### config.mk
export PLATFORM = sky130hd
export DESIGN_NAME = serial_tx_scheduler
export DESIGN_NICKNAME = d
export VERILOG_FILES = /design/src/rtl/serial_tx_scheduler.sv
export SDC_FILE = /design/constraint.sdc
export NUM_CORES = 1
export LEC_CHECK = 0
export ABC_AREA = 1
export ABC_CLOCK_PERIOD_IN_PS = 3600
export CORE_MARGIN = 4
export CORE_UTILIZATION = 25
export DETAILED_ROUTE_END_ITERATION = 10
export MAX_ROUTING_LAYER = met4
export PLACE_DENSITY_LB_ADDON = 0.3
export REMOVE_ABC_BUFFERS = 1
export SLEW_MARGIN = 25
export SYNTH_ARGS = -nofsm -noshare
export SYNTH_HDL_FRONTEND = slang
export SYNTH_SLANG_ARGS = --single-unit
### constraint.sdc
create_clock -name clk -period 3.6 [get_ports clk]
set_input_delay 0.72 -clock clk [delete_from_list [all_inputs] [get_ports clk]]
set_output_delay 0.72 -clock clk [all_outputs]
set_load 0.05 [all_outputs]
### src/rtl/serial_tx_scheduler.sv
// serial_tx_scheduler: round-robin arbiter that feeds one serial transmitter a word per frame
module serial_tx_scheduler #(
  parameter int NUM_REQ      = 4,
  parameter int DATA_W       = 7,
  parameter int FRAME_CYCLES = 10,
  parameter int GAP_CYCLES   = 1
) (
  input  logic                      clk,
  input  logic                      rst_n,
  input  logic [NUM_REQ-1:0]        req,
  input  logic [NUM_REQ*DATA_W-1:0] req_data,
  output logic                      tx_start,
  output logic [DATA_W-1:0]         tx_data,
  output logic [NUM_REQ-1:0]        grant,
  output logic [NUM_REQ-1:0]        ack,
  output logic                      busy
);
  localparam int PW   = (NUM_REQ > 1) ? $clog2(NUM_REQ) : 1;
  localparam int CMAX = (FRAME_CYCLES > GAP_CYCLES + 1) ? FRAME_CYCLES : GAP_CYCLES + 1;
  localparam int CW   = (CMAX > 1) ? $clog2(CMAX) : 1;
  typedef enum logic [1:0] {IDLE, LOAD, SEND, GAP} state_t;
  state_t state, state_nx;
  logic [PW-1:0] ptr, win, idx;
  logic [CW-1:0] cnt;
  logic          cnt_zero;
  assign cnt_zero = cnt == '0;
  assign tx_start = state == LOAD;
  assign busy     = state != IDLE;
  assign ack      = (state == SEND && cnt_zero) ? grant : '0;
  // Pick the first pending requester at or after ptr; scanning downward lets the nearest one win.
  always_comb begin
    win = ptr;
    idx = ptr;
    for (int i = NUM_REQ - 1; i >= 0; i--) begin
      idx = PW'((int'(ptr) + i) % NUM_REQ);
      if (req[idx]) win = idx;
    end
  end
  // State register; reset abandons any frame in flight.
  always_ff @(posedge clk or negedge rst_n) begin
    if (!rst_n) state <= IDLE;
    else state <= state_nx;
  end
  // Next-state: one LOAD cycle, counted SEND, optional counted GAP.
  always_comb begin
    state_nx = state;
    case (state)
      IDLE:    state_nx = |req ? LOAD : IDLE;
      LOAD:    state_nx = SEND;
      SEND:    state_nx = cnt_zero ? ((GAP_CYCLES > 0) ? GAP : IDLE) : SEND;
      GAP:     state_nx = cnt_zero ? IDLE : GAP;
      default: state_nx = IDLE;
    endcase
  end
  // Capture winner and word in IDLE, then run the frame and gap counters.
  always_ff @(posedge clk or negedge rst_n) begin
    if (!rst_n) begin
      ptr     <= '0;
      grant   <= '0;
      tx_data <= '0;
      cnt     <= '0;
    end else begin
      case (state)
        IDLE: if (|req) begin
          grant   <= NUM_REQ'(1) << win;
          tx_data <= req_data[int'(win)*DATA_W +: DATA_W];
          ptr     <= (int'(win) == NUM_REQ - 1) ? '0 : win + 1'b1;
        end
        LOAD: cnt <= CW'(FRAME_CYCLES - 2);
        SEND: if (cnt_zero) begin
          grant <= '0;
          cnt   <= CW'((GAP_CYCLES > 0) ? GAP_CYCLES - 1 : 0);
        end else cnt <= cnt - 1'b1;
        GAP: if (!cnt_zero) cnt <= cnt - 1'b1;
        default: ;
      endcase
    end
  end
endmodule

==> flow_summary_export.csv, run 1 <==
group,metric,value,unit
run_status,outcome,"finished clean",
logic_synthesis,synth_top_family_by_area,"simple AND/OR/NAND/NOR gates",
grt,antenna_found_initial,0,
sta,hold_ws,0.407,ns
logic_synthesis,synth_edf_count,0,
logic_synthesis,synth_seq_cells,19,
route,drtAntennaViolNets,0,
setup_path,worstPathRequired,2.88,ns
setup_path,startpoint,"cnt[0]",
run,maxCapViolCount,0,
logic_synthesis,synth.most_common_cell,"nand2_1",
hold_path,hold_path.class,"input pin to async pin",
sta,period_minus_slack,2.83,ns
die,die_w,85.1,um
logic_synthesis,synth_ff_type,"dfrtp_1",
place,hpwl,3210,um
die,rows,27,
sta,post-route-period-util,78.6,%
sta,hold_violations,0,
logic_synthesis,async_flop_share,100,%
grt,grtUsageTotal,11.5,%
die,fp.coreArea,5640,sq um
grt,grt.overflow.total,0,
sta,fin_ws,0.771,ns
clock_network,clock_latency,0.26,ns
route,drt_iter0_drc,50,
logic_synthesis,ys_top_cells_by_count,"54 x nand2_1, 48 x nand3_1, 19 x dfrtp_1",
setup_path,slowest_delay,0.81,ns
clock_network,cts_buffer_depth,2,
logic_synthesis,synth_compound_area_share,7.49,%
route,dr.pass1.iters,4,
sta,worst_slew_pin_slew,0.555,ns
logic_synthesis,syn_area,1490,sq um
sta,drv_slew,0,
clock_network,cts_made_buffers,3,
die,start_util,26.3,%
logic_synthesis,synthTopCellsByArea,"dfrtp_1 32%, nand3_1 16%, nand2_1 14%, ha_1 5.9%, inv_1 4.5%",
logic_synthesis,synth_mux_area_share,0,%
logic_synthesis,synthAdderAreaFrac,5.89,%
clock_network,cts_setup_buffers,0,
setup_path,r2r-start,"ptr[0]",
place,place_ws,0.982,ns
pwr,ir_worst_vdd,0.363,mV
clock_network,clk_pin_slew,0.08,ns
setup_path,crit_end,"ack[1]",
cells_and_area,diodes,0,
setup_path,critPathArrivalTime,2.11,ns
grt,grt_max_degree,20,
sta,tns,0,ns
setup_path,crit_path_start_kind,"flop",
clock_network,cts_resized,0,
logic_synthesis,synth_top_area_share,32.0,%
setup_path,rr_worst_depth,13,
pwr,power,2180,uW
pwr,power_density,1050,nW/um^2
die,die-area,7240,sq um
route,via_per_inst,4.54,
setup_path,r2r_end,"ptr[1]",
logic_synthesis,netlist_instances,205,
cells_and_area,drive_gt1_share,13.7,%
logic_synthesis,synthDistinctLibCells,22,
logic_synthesis,yosys.area_share.simple,43.4,%
setup_path,slowest_stage,"clkdlybuf4s50_1",
setup_path,cp-end-kind,"primary output",
logic_synthesis,avgSynthCellArea,7.25,sq um
cells_and_area,areaGrowthSynthToFinish,39.4,%
clock_network,postCtsHoldBufs,0,
place,port_buffers,50,
sta,clock.fmax,0.354,GHz
sta,clock_skew,0.00371,ns
sta,finalSetupViolations,0,
sta,rsz0062_at_grt,"no",
cells_and_area,final_area,2070,sq um
setup_path,crit_chain,"inv_1, ha_1, nand2_1, inv_1, nand2_1, nor2_1, clkdlybuf4s50_1",
route,vias,1490,
cells_and_area,nFillCells,579,
grt,grt_pass1_wl,6690,um
logic_synthesis,synth_top_area_cell,"dfrtp_1",
setup_path,worstSetupPathType,"flop to primary output",
logic_synthesis,ys_warn_count,0,
pwr,p_leak,0.000980,uW
clock_network,htreeDepth,1,
place,place_area,2030,sq um
clock_network,cts.sink_count,19,
clock_network,cts-root-buf,"clkbuf_8",
cells_and_area,nNetsFinal,298,
route,drc,0,
sta,slew_headroom,63.0,%
die,die_y,85.1,um
place,gp_congestion,0.793,
logic_synthesis,yosysSeqAreaShare,32.0,%
setup_path,reg2reg_slack,1.32,ns
die,pin_count,51,
logic_synthesis,synth_xor_xnor_area_share,0.589,%
clock_network,cts_tree,"done",
route,routed_wl,4050,um
setup_path,cp_max_fo,5,
grt,grt_pass1_vias,1486,
route,post_drt_wl_per_cell,12.3,um
layer usage:
| layer | share of wire [%] | GRT usage (%) | vias to the layer above |
|---|---|---|---|
| met5 | 0 | - | - |
| met1 | 50 | 16.0 | 670 |
| met4 | 0.44 | 1.73 | 0 |
| met3 | 6.1 | 2.23 | 2 |
| met2 | 43 | 17.8 | 43 |
| li1 | - | - | 775 |
layout by cell type, fill, tap and decap left out:
| master | netlist | final |
|---|---|---|
| nor2_1 | 7 | 7 |
| o22ai_1 | 4 | 4 |
| nand2_2 | 6 | 6 |
| ha_1 | 7 | 7 |
| clkbuf_8 | 0 | 3 |
| o221ai_1 | 1 | 1 |
| dfrtp_1 | 19 | 19 |
| buf_2 | 0 | 1 |
| nand2_8 | 1 | 1 |
| inv_2 | 10 | 10 |
| o21ai_2 | 2 | 2 |
| buf_4 | 0 | 1 |
| o21ai_0 | 7 | 7 |
| clkdlybuf4s50_1 | 0 | 49 |
| xnor2_1 | 1 | 1 |
| inv_1 | 18 | 18 |
| nand3_2 | 5 | 5 |
| nand3_4 | 1 | 1 |
| nand2_1 | 54 | 54 |
| clkinv_2 | 0 | 1 |
| o21ai_1 | 2 | 2 |
| a21oi_1 | 3 | 3 |
| nor3_1 | 1 | 1 |
| nand3_1 | 48 | 48 |
| nand2_4 | 4 | 4 |
stage by stage:
step,cells,util [%]
5_1_grt,328,36.7
2_1_floorplan,201,-
4_1_cts,328,36.8
3_5_place_dp,324,36.0
3_3_place_gp,324,36.0
6_report,328,36.7
kinds of logic after synthesis:
group / after synthesis
adder cells (fa/ha/maj): 7
buffers and inverters: 32
flip-flops: 19
AND/OR/NAND/NOR: 127
AO/OA/AOI/OAI: 19
XOR/XNOR: 1
state kept, by name, indices dropped and copies added (netlist names):
| name | flops |
|---|---|
| cnt | 4 |
| ptr | 2 |
| tx_data | 7 |
| state | 2 |
| grant | 4 |
how the worst min path moves through the flow:
| stage | startpoint | to | slack (ns) | cells after the start |
|---|---|---|---|---|
| floorplan | rst_n | cnt[0] | 0.42 | 0 |
| global placement | tx_data[5] | tx_data[5] | 0.47 | 2 |
| detailed placement | tx_data[4] | tx_data[4] | 0.47 | 2 |
| CTS | tx_data[0] | tx_data[0] | 0.50 | 2 |
| global route | rst_n | tx_data[5] | 0.44 | 1 |
| finish | rst_n | tx_data[5] | 0.41 | 1 |
report_power, final:
part           total, uW  switching (uW)  internal (uW)
sequential           412            94.0            318
combinational       1610            1060            553
clock                154            77.4           76.9
total               2180            1230            947
layout make-up:
class	instances	area, sq um	area share, %
multi-input cells	154	852	41.1
well taps	72	90.1	4.35
clock buffers	3	41.3	1.99
repair buffers	51	503	24.3
clock inverters	1	5.00	0.242
inverters	28	105	5.07
flip-flops and latches	19	475	22.9
worst max-delay path, delay by kind of cell, from the launching register on:
family / cells / cell delay [ns]
buf+inv: 3 / 0.98
fa+ha+maj: 1 / 0.14
flops: 1 / 0.41
simple gates: 3 / 0.32
Power figures use the tool's default switching activity.
==> inputs of run 2 (changes only) <==
Settings changed: ABC_CLOCK_PERIOD_IN_PS 3600 to 2500.
Clock period 3.6 ns to 2.5 ns, I/O delays scaled along.
==> run 2 against run 1 <==
- critical path depth shrank 3
- sequential power grew 41%
- power grew 46%
- cell count grew 0.91%
- wire length grew 1.3%
- critical endpoint is now busy
==> flow_summary_export.csv, run 2 (synthesis results as in run 1) <==
group,metric,value,unit
route,dr.pass1.iters,4,
clock_network,cts.sink_count,19,
grt,grt.overflow.total,0,
cells_and_area,largest_reg_flops,7,
setup_path,slowest_stage,"clkdlybuf4s50_1",
die,pin_count,51,
clock_network,cts_made_buffers,3,
setup_path,startpoint,"state[1]",
sta,slew_headroom,65.6,%
cells_and_area,final_cell_mix,"54 x nand2_1, 48 x nand3_1, 46 x clkdlybuf4s50_1",
cells_and_area,multi_input_area,852,sq um
clock_network,htreeDepth,1,
setup_path,reg2reg_slack,0.47,ns
die,die_y,85.1,um
setup_path,critPathArrivalTime,1.85,ns
die,fp.coreArea,5640,sq um
place,port_buffers,50,
cells_and_area,nFillCells,578,
sta,post-route-period-util,94.2,%
clock_network,cts_buffer_depth,2,
sta,worst_slew_pin_slew,0.514,ns
place,hpwl,3260,um
sta,hold_violations,0,
route,drt_iter0_drc,102,
setup_path,cp_max_fo,5,
clock_network,cts_resized,0,
cells_and_area,top_register,"tx_data",
cells_and_area,diodes,0,
setup_path,crit_chain,"inv_1, ha_1, inv_1, clkdlybuf4s50_1",
sta,rsz0062_at_grt,"no",
grt,grtUsageTotal,12.1,%
place,place_area,2040,sq um
run,maxCapViolCount,0,
route,via_per_inst,4.52,
route,drtAntennaViolNets,0,
setup_path,worstPathRequired,2.00,ns
clock_network,cts_tree,"done",
clock_network,cts_setup_buffers,0,
sta,drv_slew,0,
sta,clock_skew,0.00529,ns
pwr,power_density,1520,nW/um^2
grt,grt_max_degree,20,
grt,grt_pass1_vias,1505,
sta,hold_ws,0.495,ns
setup_path,rr_worst_depth,13,
setup_path,crit_end,"busy",
cells_and_area,ff_latch_area,475,sq um
hold_path,hold_path.class,"flop to flop",
die,die-area,7240,sq um
pwr,ir_worst_vdd,0.621,mV
cells_and_area,nNetsFinal,301,
die,start_util,26.3,%
pwr,p_leak,0.00100,uW
sta,period_minus_slack,2.35,ns
route,drt-met1-wl,2010,um
route,top_layer,"met4",
place,gp_congestion,0.825,
sta,clock.fmax,0.425,GHz
cells_and_area,layout_commonest_cell,"nand2_1",
pwr,power,3180,uW
die,rows,27,
route,wl_met2,1750,um
die,die_w,85.1,um
clock_network,clk_pin_slew,0.07,ns
run_status,outcome,"finished clean",
route,wl_met3,344,um
setup_path,cp-end-kind,"primary output",
setup_path,r2r_end,"ptr[1]",
setup_path,path_buf_inv,3,
cells_and_area,areaGrowthSynthToFinish,40.5,%
setup_path,worst-path-stages,4,
setup_path,r2r-start,"ptr[0]",
sta,tns,0,ns
clock_network,clock_latency,0.26,ns
route,drc,0,
setup_path,worstSetupPathType,"flop to primary output",
route,vias,1497,
cells_and_area,final_area,2090,sq um
setup_path,crit_path_start_kind,"flop",
grt,grt_pass1_wl,7110,um
sta,finalSetupViolations,0,
route,routed_wl,4100,um
clock_network,postCtsHoldBufs,0,
route,post_drt_wl_per_cell,12.4,um
clock_network,cts-root-buf,"clkbuf_8",
setup_path,slowest_delay,0.81,ns
setup_path,crit_family,"buffers and inverters",
grt,antenna_found_initial,0,
cells_and_area,drive_gt1_share,15.4,%
cells_and_area,reg_top3,"tx_data: 7 flops, cnt: 4 flops, grant: 4 flops",
setup_path,crit_top_cell,"inv_1",
==> run 2: cell count changes in the layout (fill, tap and decap cells not counted) <==
cell             change
clkinv_2             -1
buf_2                -1
clkdlybuf4s50_1      -3
buf_4                +7
clkbuf_1             +1
==> run 2: worst reg2reg max path, stage by stage, from the launching register on <==
cell,delay (ns)
dfrtp_1,0.49
inv_2,0.21
nand2_1,0.12
nand3_1,0.10
nand2_1,0.07
inv_2,0.05
nand2_2,0.05
nand2_4,0.08
nand2_4,0.07
nand2_8,0.12
nand2_4,0.12
ha_1,0.28
nand2_1,0.06
o21ai_0,0.07
==> run 2: routing by layer <==
layer	global-route usage (%)	up-vias
met5	-	-
met4	1.73	0
met3	2.82	2
met2	17.7	70
met1	17.4	648
li1	-	777
==> run 2: area by class of cell <==
class | instances | share of cell area (%)
Sequential cell | 19 | 22.8
Tap cell | 72 | 4.31
Clock buffer | 4 | 2.16
Timing Repair Buffer | 54 | 24.9
Inverter | 28 | 5.03
Multi-Input combinational cell | 154 | 40.8
==> run 2: worst min-delay path by stage <==
stage                     from    endpoint  slack, ns  depth (start not counted)
global route        tx_data[2]  tx_data[2]       0.53                          2
global placement    tx_data[0]  tx_data[0]       0.48                          2
floorplan                rst_n      cnt[0]       0.20                          0
finish              tx_data[2]  tx_data[2]       0.50                          2
detailed placement  tx_data[6]  tx_data[6]       0.47                          2
CTS                 tx_data[6]  tx_data[6]       0.50                          2
==> run 2: metrics by stage <==
step / utilization [%] / setup slack (ns) / instances
floorplan: - / 0.514 / 201
global placement: 36.2 / 0.188 / 327
detailed placement: 36.2 / 0.139 / 327
CTS: 37.0 / 0.119 / 331
global route: 37.0 / 0.0145 / 331
finish: 37.0 / 0.145 / 331
==> run 2: power breakdown <==
group / internal (uW) / total, uW / switching [uW] / leakage (uW)
Sequential: 458 / 582 / 124 / 0.000237
Clock: 113 / 216 / 103 / 0.0000228
Combinational: 820 / 2380 / 1560 / 0.000740
==> inputs of run 3 (changes only) <==
==> constraint.sdc (replaced) <==
create_clock -name clk -period 2.5 [get_ports clk]
set_input_delay 0.375 -clock clk [delete_from_list [all_inputs] [get_ports clk]]
set_output_delay 0.375 -clock clk [all_outputs]
set_load 0.05 [all_outputs]
==> run 3 against run 2 <==
- clock-buffer cell count unchanged
- core utilization unchanged
- die area unchanged
- flip-flop and latch count unchanged
- maximum frequency increased by 5.2%
- sequential share of layout area unchanged
- via count decreased by 1.1%
- critical endpoint unchanged
- largest cell class unchanged
- largest power group unchanged
- highest routed layer unchanged
==> flow_summary_export.csv, run 3 (synthesis results as in run 1) <==
group,metric,value,unit
run_status,outcome,"finished clean",
die,start_util,26.3,%
sta,clock.fmax,0.447,GHz
clock_network,cts_setup_buffers,0,
place,port_buffers,50,
cells_and_area,nNetsFinal,301,
die,die-area,7240,sq um
sta,period_minus_slack,2.24,ns
sta,slew_headroom,65.9,%
cells_and_area,diodes,0,
sta,drv_slew,0,
setup_path,rr_worst_depth,13,
cells_and_area,top_register,"tx_data",
route,drc,0,
setup_path,slowest_stage,"clkdlybuf4s50_1",
setup_path,worstPathRequired,2.12,ns
route,drtAntennaViolNets,0,
sta,rsz0062_at_grt,"no",
setup_path,worstSetupPathType,"flop to primary output",
setup_path,crit_top_cell,"inv_1",
clock_network,cts.sink_count,19,
route,dr.pass1.iters,4,
grt,grt_max_degree,20,
clock_network,htreeDepth,1,
setup_path,critPathArrivalTime,1.86,ns
clock_network,cts_tree,"done",
place,place_ws,0.280,ns
grt,grt_pass1_wl,6780,um
clock_network,postCtsHoldBufs,0,
route,drt_iter0_drc,57,
cells_and_area,layout_commonest_cell,"nand2_1",
place,gp_congestion,0.786,
pwr,ir_worst_vdd,0.523,mV
place,hpwl,3240,um
sta,hold_violations,0,
die,die_y,85.1,um
grt,antenna_found_initial,0,
sta,finalSetupViolations,0,
place,dp.cells,327,
die,pin_count,51,
cells_and_area,final_cell_mix,"54 x nand2_1, 48 x nand3_1, 46 x clkdlybuf4s50_1",
route,routed_wl,4080,um
cells_and_area,reg_top3,"tx_data: 7 flops, cnt: 4 flops, grant: 4 flops",
clock_network,cts-root-buf,"clkbuf_8",
setup_path,reg2reg_slack,0.51,ns
sta,post-route-period-util,89.5,%
cells_and_area,areaGrowthSynthToFinish,40.5,%
clock_network,cts_made_buffers,3,
pwr,p_leak,0.00100,uW
sta,worst_slew_pin_slew,0.510,ns
route,via_per_inst,4.47,
sta,tns,0,ns
cells_and_area,final_cells,331,
cells_and_area,largest_reg_flops,7,
clock_network,cts_resized,0,
route,post_drt_wl_per_cell,12.3,um
pwr,power_density,1510,nW/um^2
setup_path,cp-end-kind,"primary output",
clock_network,clk_pin_slew,0.07,ns
die,die_w,85.1,um
hold_path,hold_path.class,"input pin to async pin",
setup_path,crit_chain,"inv_1, ha_1, inv_1, clkdlybuf4s50_1",
setup_path,cp_max_fo,5,
sta,fin_ws,0.262,ns
setup_path,r2r-start,"ptr[0]",
die,fp.coreArea,5640,sq um
clock_network,cts_buffer_depth,2,
grt,grt_pass1_vias,1449,
setup_path,r2r_end,"ptr[1]",
cells_and_area,post-route-util,37.0,%
route,vias,1481,
grt,grtUsageTotal,11.8,%
cells_and_area,drive_gt1_share,15.4,%
setup_path,slowest_delay,0.81,ns
grt,grt.overflow.total,0,
run,maxCapViolCount,0,
clock_network,clock_latency,0.26,ns
cells_and_area,nFillCells,588,
die,rows,27,
sta,clock_skew,0.00505,ns
setup_path,crit_path_start_kind,"flop",
run 3: cell counts in the layout (fill, tap and decap cells not counted):
Identical to the previous run, type by type.
run 3: where the power goes:
group	switching (uW)	total [uW]	internal [uW]
Sequential	115	574	458
Combinational	1550	2370	820
Clock	107	221	114
Total	1770	3160	1390
run 3: area by class of cell:
cell class | count | area [sq um] | area share, %
multi-input cells | 154 | 852 | 40.8
repair buffers | 54 | 520 | 24.9
flip-flops and latches | 19 | 475 | 22.8
inverters | 28 | 105 | 5.03
well taps | 72 | 90.1 | 4.31
clock buffers | 4 | 45.0 | 2.16
run 3: metrics by stage:
stage / area [sq um] / power (uW) / hold slack [ns]
5_1_grt: 2090 / 3490 / 0.485
3_3_place_gp: 2040 / 2950 / 0.472
2_1_floorplan: 1430 / 2340 / 0.0794
4_1_cts: 2090 / 3200 / 0.462
6_report: 2090 / 3160 / 0.459
3_5_place_dp: 2040 / 2960 / 0.468
run 3: critical path, delay by kind of cell, from the launching register on:
| family | cells | cell delay (ns) |
|---|---|---|
| fa+ha+maj | 1 | 0.22 |
| buf+inv | 3 | 0.99 |
| flops | 1 | 0.41 |
run 3: how the worst max path moves through the flow:
| stage | endpoint | slack [ns] | startpoint | cells after the start |
|---|---|---|---|---|
| after detailed placement | ptr[1] | 0.28 | req[3] | 13 |
| after floorplan | ptr[1] | 0.51 | ptr[0] | 13 |
| after CTS | busy | 0.24 | state[1] | 4 |
| after global placement | ptr[1] | 0.32 | req[3] | 13 |
| after global routing | busy | 0.14 | state[1] | 4 |
| final | busy | 0.26 | state[1] | 4 |
run 3: per-layer routing:
metal | vias up | GRT usage [%] | share of wire (%)
li1 | 779 | - | -
met1 | 649 | 16.6 | 51
met2 | 49 | 17.0 | 42
met3 | 4 | 3.11 | 6.1
met4 | 0 | 2.59 | 0.71
met5 | - | - | 0
==> RTL change (settings of run 3) <==
Reset style: synchronous (`rst_n`), changed in 2 clocked blocks.
--- a/src/rtl/serial_tx_scheduler.sv
+++ b/src/rtl/serial_tx_scheduler.sv
@@ -39,3 +39,3 @@
   // State register; reset abandons any frame in flight.
-  always_ff @(posedge clk or negedge rst_n) begin
+  always_ff @(posedge clk) begin
     if (!rst_n) state <= IDLE;
@@ -55,3 +55,3 @@
   // Capture winner and word in IDLE, then run the frame and gap counters.
-  always_ff @(posedge clk or negedge rst_n) begin
+  always_ff @(posedge clk) begin
     if (!rst_n) begin
Check against the original RTL: differs if rst_n is asserted again (counterexample within 4 cycles, from zero or initial values and one cycle with rst_n low); with rst_n held inactive, the same outputs for 10 cycles.
==> RTL change against run 3 <==
- final area is 3.0% higher
- synthesized area is 2.4% higher
- register-to-register slack better by 0.04 ns
- non-clock buffer count is 1 higher
- setup slack better by 0.023 ns
- clock skew is 0.0023 ns higher
- power is 18% lower
- sequential cell count stayed put
- maximum frequency is 1.0% higher
- wire length is 1.4% higher
- largest cell class unchanged
==> RTL change: results (changes against run 3) <==
- Status: finished clean
- I/O Buffers: 50 (unchanged)
- Skew final: 0.007371 ns (+0.002326 ns)
- YS warnings: 0 (unchanged)
- Worst path slowest cell: clkdlybuf4s50_1
- Leading post-synthesis cells by cell area: dfxtp_1, nand3_1, inv_1, nand2_1, ha_1
- Worst stage delay on the critical path: ~0.80 ns
- Wirelength, routed: 4133 um (+1.4%)
- Post-synth ARST share: 0 (-1.000)
- H-tree levels: 1 (unchanged)
- Actual slew at the worst max-slew pin: 0.5164 ns (+0.006650 ns)
- Maximum vdd ir drop: 0.5560 mV (+6.4%)
- Final Net Count: 350 (+16%)
- Post-synth cell types: 24 (+9.1%)
- Clk buf depth: 2 (unchanged)
- TritonCTS Buffers: 3 (unchanged)
- DRT Pass-1 Iters: 4 (unchanged)
- P_leak: 1.115 nW (+12%)
- N_diodes: 0 (unchanged)
- Post_cts resized: 0 (unchanged)
- Setup bufs post-CTS: 0 (unchanged)
- Hold crit path type: reg -> reg
- Share of cells above drive strength 1: 0.09150 (-0.06294)
- Largest net degree at the start of global routing: 18 (-10%)
- Hpwl dp: 3262 um (+0.83%)
- Clk_lat worst skew: 0.26 ns (about the same)
- Top flop regs: tx_data (7), cnt (4), grant (4)
- DP Worst Slack: 0.1785 ns (-0.1011 ns)
- GRT Util Overall: 0.1205 (+0.002167)
- Syn Inst Count: 253 (+23%)
- Placed insts: 377 (+15%)
- First-pass GRT wire length: 7176 um (+5.9%)
- Routability cong.: 0.8509 (+8.3%)
- Sequential fraction of the synthesis area: 0.2500 (-0.06987)
- CTS root buf: clkbuf_8
- Iter 0 DRT Violations: 63 (+11%)
- CP max FO: 5 (unchanged)
- Post-synth top flop: dfxtp_1
- Final Non-Filler Cells: 381 (+15%)
- Fillers: 652 (+11%)
- Number of flip-flops in the largest register: 7 (unchanged)
- CTS clk-pin slew, worst paths: about 0.080 ns
- Synth top cells by count: inv_1, nand2_1, nand3_1
- Vias per std cell: 4.310 (-3.7%)
- Initial antenna violation count: 0 (unchanged)
- CP Data Arrival Time: 1.84 ns (-0.02 ns)
[RTL change: cell count changes in the layout (fill, tap and decap cells not counted), sizes merged, moves of 2 or more]
cell,change
a211oi,+3
a31oi,+2
nor2,+12
o22ai,-4
dfxtp,+19
dfrtp,-19
a21oi,+7
ha,+2
nand3,-6
inv,+37
nand2,-8
[RTL change: stage by stage]
step	cell area, sq um	total power, mW
3_5_place_dp	2105	2.382
6_report	2151	2.594
5_1_grt	2151	2.856
2_1_floorplan	1483	1.842
3_3_place_gp	2105	2.358
4_1_cts	2151	2.620
[RTL change: logic make-up after synthesis]
group	count (synthesis)	share of synthesized area
AND/OR/NAND/NOR	126	0.3824
buffers and inverters	71	0.1859
AO/OA/AOI/OAI	27	0.1020
flip-flops	19	0.2500
adder cells (fa/ha/maj)	9	0.07401
XOR/XNOR	1	0.005758
[RTL change: critical path, delay by kind of cell (launching register included)]
family | cells | cell delay [ns]
buffers and inverters | 3 | 0.96
adder cells (fa/ha/maj) | 1 | 0.22
flip-flops | 1 | 0.40
[RTL change: area by class of cell]
| type | count | area share |
|---|---|---|
| multi-input cells | 163 | 0.3991 |
| clock inverters | 1 | 0.002327 |
| clock buffers | 3 | 0.01920 |
| repair buffers | 55 | 0.2455 |
| inverters | 65 | 0.1134 |
| flip-flops and latches | 19 | 0.1768 |
| well taps | 75 | 0.04363 |
[RTL change: final timing paths]
| kind | from | endpoint | slack (ns) | cells past startpoint |
|---|---|---|---|---|
| setup / recovery | state[1] | busy | 0.29 | 4 |
| setup reg to reg | ptr[0] | grant[0] | 0.55 | 11 |
| hold / removal | cnt[1] | cnt[1] | 0.48 | 2 |
| hold reg to reg | cnt[1] | cnt[1] | 0.48 | 2 |
[RTL change: power breakdown]
part           internal [mW]  switching, mW  total [mW]
Clock                  0.111          0.108       0.218
Combinational          0.655           1.24        1.89
Sequential             0.416         0.0670       0.483
Total                   1.18           1.41        2.59
[RTL change: routing by layer]
layer  vias to the layer above  GRT usage  routed length, um
li1                        886          -                  -
met1                       698     0.1547               1987
met2                        58     0.1913               1832
met3                         0    0.03842                313
met4                         0    0.01295                  0
met5                         -          -                  0
